[config.mk]
export PLATFORM = sky130hd
export DESIGN_NAME = multicycle_controller
export DESIGN_NICKNAME = d
export VERILOG_FILES = /design/src/rtl/controller_pkg.sv /design/src/rtl/retire_counter.sv /design/src/rtl/multicycle_controller.sv
export SDC_FILE = /design/constraint.sdc
export NUM_CORES = 1
export LEC_CHECK = 0
export ABC_AREA = 1
export BUFFER_PORTS_ARGS = -buffer_cell sky130_fd_sc_hd__buf_2
export CORE_MARGIN = 1.5
export CORE_UTILIZATION = 48
export CTS_BUF_LIST = sky130_fd_sc_hd__clkbuf_4 sky130_fd_sc_hd__clkbuf_8 sky130_fd_sc_hd__clkbuf_16
export DETAILED_ROUTE_END_ITERATION = 12
export PLACE_DENSITY = 0.77
export SLEW_MARGIN = 5
export SYNTH_ARGS = -nofsm -noshare
export SYNTH_HDL_FRONTEND = slang
export SYNTH_SLANG_ARGS = --single-unit
[constraint.sdc]
create_clock -name clk -period 1.3 [get_ports clk]
set_input_delay 0.065 -clock clk [delete_from_list [all_inputs] [get_ports clk]]
set_output_delay 0.065 -clock clk [all_outputs]
set_load 0.01 [all_outputs]
[src/rtl/controller_pkg.sv]
// Shared types and encodings for the multicycle instruction controller.
package controller_pkg;

  typedef enum logic [3:0] {
    S_FETCH,
    S_DECODE,
    S_MEMADR,
    S_MEMRD,
    S_MEMWB,
    S_MEMWR,
    S_EXEC,
    S_ALUWB,
    S_BRANCH,
    S_HALT
  } state_t;

  localparam logic [1:0] OP_DATA    = 2'b00;
  localparam logic [1:0] OP_MEM     = 2'b01;
  localparam logic [1:0] OP_BRANCH  = 2'b10;
  localparam logic [1:0] OP_ILLEGAL = 2'b11;

  localparam logic [3:0] PC_REG = 4'b1011;

  localparam logic [1:0] ALU_ADD = 2'b00;
  localparam logic [1:0] ALU_SUB = 2'b01;
  localparam logic [1:0] ALU_AND = 2'b10;
  localparam logic [1:0] ALU_OR  = 2'b11;

  localparam logic [1:0] RES_ALUOUT = 2'b00;
  localparam logic [1:0] RES_MEM    = 2'b01;
  localparam logic [1:0] RES_ALU    = 2'b10;

  localparam logic [1:0] SRCB_REG  = 2'b00;
  localparam logic [1:0] SRCB_IMM  = 2'b01;
  localparam logic [1:0] SRCB_FOUR = 2'b10;

  localparam logic SRCA_PC  = 1'b0;
  localparam logic SRCA_REG = 1'b1;
  localparam logic ADR_PC   = 1'b0;
  localparam logic ADR_ALU  = 1'b1;

  typedef struct packed {
    logic       mem_req;
    logic       mem_we;
    logic       adr_src;
    logic       ir_write;
    logic       pc_write;
    logic       reg_write;
    logic       flag_write;
    logic       alu_src_a;
    logic [1:0] alu_src_b;
    logic [1:0] alu_control;
    logic [1:0] result_src;
    logic [1:0] imm_src;
    logic       halted;
  } ctrl_t;

endpackage

[src/rtl/retire_counter.sv]
// Retired-instruction counter: synchronous clear, increment enable, natural wrap.
module retire_counter #(
  parameter int W = 32
) (
  input  logic         clk,
  input  logic         clr,
  input  logic         inc,
  output logic [W-1:0] count
);

  // NOTE: sequential state is written with non-blocking assignments so every
  // flop samples its inputs from before the edge, independent of block order.
  always_ff @(posedge clk) begin
    if (clr) begin
      count <= '0;
    end else if (inc) begin
      count <= count + W'(1);
    end
  end

endmodule

[src/rtl/multicycle_controller.sv]
// Multicycle instruction-sequencing FSM: registered state, outputs decoded
// combinationally from state and current inputs, plus a retired counter.
module multicycle_controller
  import controller_pkg::*;
#(
  parameter int CNT_W = 32
) (
  input  logic             clk,
  input  logic             rst,
  input  logic [1:0]       op,
  input  logic [3:0]       funct,
  input  logic [3:0]       rd,
  input  logic             cond_ok,
  input  logic             mem_ready,
  output logic             mem_req,
  output logic             mem_we,
  output logic             adr_src,
  output logic             ir_write,
  output logic             pc_write,
  output logic             reg_write,
  output logic             flag_write,
  output logic             alu_src_a,
  output logic [1:0]       alu_src_b,
  output logic [1:0]       alu_control,
  output logic [1:0]       result_src,
  output logic [1:0]       imm_src,
  output logic             halted,
  output logic [CNT_W-1:0] retired
);

  state_t state, state_next;
  ctrl_t  c;
  logic   retire;
  logic   dest_is_pc;
  logic   alu_wb_write;

  assign dest_is_pc   = (rd == PC_REG);
  assign alu_wb_write = cond_ok && (funct[3:2] != ALU_SUB);

  always_ff @(posedge clk) begin
    if (rst) begin
      state <= S_FETCH;
    end else begin
      state <= state_next;
    end
  end

  // NOTE: every signal driven here gets a default first, so no path through
  // the case statement can leave one unassigned and infer a latch.
  always_comb begin
    state_next = state;
    c          = '0;
    retire     = 1'b0;
    // Instruction fields come from the IR, so they are meaningful after FETCH.
    if (state != S_FETCH) c.imm_src = op;

    unique case (state)
      S_FETCH: begin
        c.mem_req     = 1'b1;
        c.adr_src     = ADR_PC;
        c.alu_src_a   = SRCA_PC;
        c.alu_src_b   = SRCB_FOUR;
        c.alu_control = ALU_ADD;
        if (mem_ready) begin
          c.ir_write = 1'b1;
          c.pc_write = 1'b1;
          state_next = S_DECODE;
        end
      end
      S_DECODE: begin
        unique case (op)
          OP_MEM:    state_next = S_MEMADR;
          OP_DATA:   state_next = S_EXEC;
          OP_BRANCH: state_next = S_BRANCH;
          default:   state_next = S_HALT;
        endcase
      end
      S_MEMADR: begin
        c.alu_src_a   = SRCA_REG;
        c.alu_src_b   = SRCB_IMM;
        c.alu_control = ALU_ADD;
        state_next    = funct[1] ? S_MEMRD : S_MEMWR;
      end
      S_MEMRD: begin
        c.mem_req = 1'b1;
        c.adr_src = ADR_ALU;
        if (mem_ready) state_next = S_MEMWB;
      end
      S_MEMWR: begin
        c.mem_req = 1'b1;
        c.mem_we  = 1'b1;
        c.adr_src = ADR_ALU;
        if (mem_ready) begin
          state_next = S_FETCH;
          retire     = 1'b1;
        end
      end
      S_MEMWB: begin
        c.result_src = RES_MEM;
        c.reg_write  = cond_ok;
        c.pc_write   = cond_ok && dest_is_pc;
        state_next   = S_FETCH;
        retire       = 1'b1;
      end
      S_EXEC: begin
        c.alu_src_a   = SRCA_REG;
        c.alu_src_b   = funct[0] ? SRCB_IMM : SRCB_REG;
        // Immediate move passes the operand through the adder unchanged.
        c.alu_control = (funct[3:2] == ALU_OR && funct[0]) ? ALU_ADD : funct[3:2];
        state_next    = S_ALUWB;
      end
      S_ALUWB: begin
        c.result_src = RES_ALUOUT;
        c.flag_write = funct[1] && cond_ok;
        c.reg_write  = alu_wb_write;
        c.pc_write   = alu_wb_write && dest_is_pc;
        state_next   = S_FETCH;
        retire       = 1'b1;
      end
      S_BRANCH: begin
        c.alu_src_a   = SRCA_PC;
        c.alu_src_b   = SRCB_IMM;
        c.alu_control = ALU_ADD;
        c.result_src  = RES_ALU;
        c.pc_write    = cond_ok;
        state_next    = S_FETCH;
        retire        = 1'b1;
      end
      S_HALT: begin
        c.halted = 1'b1;
      end
      default: begin
        state_next = S_FETCH;
      end
    endcase

    if (rst) begin
      c      = '0;
      retire = 1'b0;
    end
  end

  assign mem_req     = c.mem_req;
  assign mem_we      = c.mem_we;
  assign adr_src     = c.adr_src;
  assign ir_write    = c.ir_write;
  assign pc_write    = c.pc_write;
  assign reg_write   = c.reg_write;
  assign flag_write  = c.flag_write;
  assign alu_src_a   = c.alu_src_a;
  assign alu_src_b   = c.alu_src_b;
  assign alu_control = c.alu_control;
  assign result_src  = c.result_src;
  assign imm_src     = c.imm_src;
  assign halted      = c.halted;

  retire_counter #(.W(CNT_W)) u_retire_counter (
    .clk   (clk),
    .clr   (rst),
    .inc   (retire),
    .count (retired)
  );

endmodule

==> out/results.txt <==
Initial core utilization - 49.49%
Int Power - 2.767 mW
Hold Path End - state[0]
Sw frac - 40.89%
First-pass GRT wire length - 12500 um
Power per cell area - 1277 nW/um2
Clock skew - 9.189 ps
Largest net degree at the start of global routing - 37
Minimum clock period - 1620 ps
H-tree levels - 2
Routed WL - 8615 um
DRT antenna net count - 0
Flop pwr share - 27.4%
Post-synth cell types - 24
Die area - 5264 um2
Antenna violations before repair - 0
Most frequent cells in the layout - nand2_1 (113), nor2_1 (88), buf_2 (61), buf_4 (56), inv_1 (49)
Final worst setup slack - -319.7 ps
Routed vias/inst - 5.411
Placer's final routability congestion estimate - 0.9620
Clock root cell - clkbuf_8
Worst vdd ir - 1.632 mV
Syn_nets - 428
CTS tree - done
Final hold slack - 139.0 ps
Max-slew violations - 0
Startpoint Class - register
Gate Count Post-Synth - 413
Max clock buf depth - 2
Final period utilization - 124.6%
Routed len/inst - 14.38 um
Final Cell Area - 3666 um2
Synthesized flop and latch total - 36
Required @ worst endpoint - 1240 ps
Clock power share - 21.2%
Max Freq - 0.6174 GHz
Max-cap violations - 0
# setup viols final - 53
Switching power total - 1.914 mW
WHS Path Cells - 5
Mapped Avg Cell Area - 5.623 um2
Number of synthesized flops with an enable pin - 0
First-pass iteration count of the detailed router - 5
CP max FO - 3
Vias - 3241
1st-iter DRT viols - 390
Commonest non-fill, non-tap cell in the layout - nand2_1
Final #Nets - 559
Vias in the first global route - 2810
Total GRT Usage - 29.95%
Top-level port count - 63
Leak - 1.816 nW
Clock-pin slew on the worst setup and hold paths - 80 ps
Hold Startpoint - op[0]
Chip width - 72.56 um
Cts bufs inserted - 5
Async S/R FF share, synth - 0%
Worst-margin pin slew - 290.4 ps
Placed Area - 3168 um2
Dpl hpwl - 5252 um
Reg2reg end - u_retire_counter.count[28]
Total grt overflow - 0
DRC - 0
Core Region - 4692 um2
Synthesized area - 2322 um2
Die H - 72.56 um
Worst reg2reg setup slack - -310 ps
Hold crit path type - in -> reg
Diode count - 0
Reg2Reg Depth - 9
Slew margin rel. - 80.57%
Reg2reg start - state[3]
I/O Buffers - 62
Capturing element type of the critical path - output pin
Synth-to-layout area growth - 57.87%
Synth Warn # - 0
Crit path DAT - 1550 ps
Most used DFF post-synth - dfxtp_1
Status - finished, violations left
Kind of critical path - reg -> out
Clk sink count - 36
Failing checks - negative setup slack
Sequential-to-total area share from yosys stat - 31.03%
Hold Violations, Final - 0
Latest clock arrival within the worst-skew pair - 310 ps
Share of cells above drive strength 1 - 37.43%
RSZ-0062 raised after global routing - yes
Num rows - 25
Combinational Power Share - 51.4%
[registers in the layout (all words and copies together), names as in the netlist]
name	flops
u_retire_counter.count	32
state	4
[cells in the mapped netlist, types with 3 or more instances]
cell type / instances / area [um2]
nor3_1: 4 / 20.02
dfxtp_1: 36 / 720.7
inv_1: 51 / 191.4
a21oi_1: 15 / 75.07
nand4_1: 14 / 87.58
inv_2: 3 / 11.26
nor2_2: 7 / 43.79
nand2_1: 122 / 457.9
nand3_1: 35 / 175.2
buf_1: 3 / 11.26
nor2_1: 103 / 386.6
[per-stage QoR]
stage	setup slack (ps)	TNS, ps	cells	util, %	power, mW
after CTS	-246.7	-6147	595	74.45	4.228
after global routing	-377.5	-13120	599	78.13	4.886
after floorplan	-2.199	-2.199	413	-	2.205
after global placement	-142.7	-1596	579	67.52	2.787
after detailed placement	-160.5	-2824	579	67.52	2.814
final	-319.7	-9304	599	78.13	4.681
[cells by family after synthesis]
| kind of cell | after synthesis | synth area share (%) |
|---|---|---|
| adders and majority gates | 1 | 0.5387 |
| and+or+nand+nor | 290 | 51.89 |
| DFF | 36 | 31.03 |
| buffers and inverters | 64 | 11.37 |
| AOI/OAI and AO/OA | 22 | 5.172 |
[layer usage]
layer | GRT usage, % | routed length [um]
met1 | 37.90 | 3275
met2 | 50.25 | 4275
met3 | 6.528 | 858
met4 | 10.27 | 207
met5 | 0 | 0
[how the worst max path moves through the flow]
stage,from,endpoint,slack [ps],cells past startpoint
after floorplan,u_retire_counter.count[1],u_retire_counter.count[26],-2,9
after global placement,state[3],u_retire_counter.count[29],-140,8
after detailed placement,state[3],u_retire_counter.count[29],-160,8
after CTS,state[2],pc_write,-250,10
after global routing,state[2],u_retire_counter.count[23],-380,10
final,state[2],alu_src_b[0],-320,7
[what timing repair did]
item                       4_1_cts  5_1_grt
cloned                           0        1
setup endpoints to repair       51       53
hold buffers                     2        0
buffers inserted                 6        3
pin swaps                       15       11
resized for setup               44       32
hold endpoints to repair         1        0
[power groups by stage]
stage	combinational, mW	sequential, mW	clock [mW]
CTS	1.95	1.27	1.00
detailed placement	1.55	1.26	0
floorplan	0.933	1.27	0
global route	2.55	1.29	1.04
global placement	1.53	1.26	0
finish	2.40	1.28	0.992
[layout make-up]
class | count | area [um2]
Clock buffer | 6 | 93.84
Clock inverter | 2 | 16.27
Fill cell | 310 | 1026
Inverter | 54 | 207.7
Multi-Input combinational cell | 313 | 1595
Sequential cell | 36 | 748.2
Tap cell | 54 | 67.56
Timing Repair Buffer | 134 | 937.1
[worst max-delay path: stages, from the launching register on]
cell and delay [ps]:
dfxtp_2 360, inv_4 50, nor2_4 120, buf_6 120
buf_6 110, nand3_1 100, a31oi_1 200, buf_2 200
No activity file was read; power rests on OpenSTA's default activity.
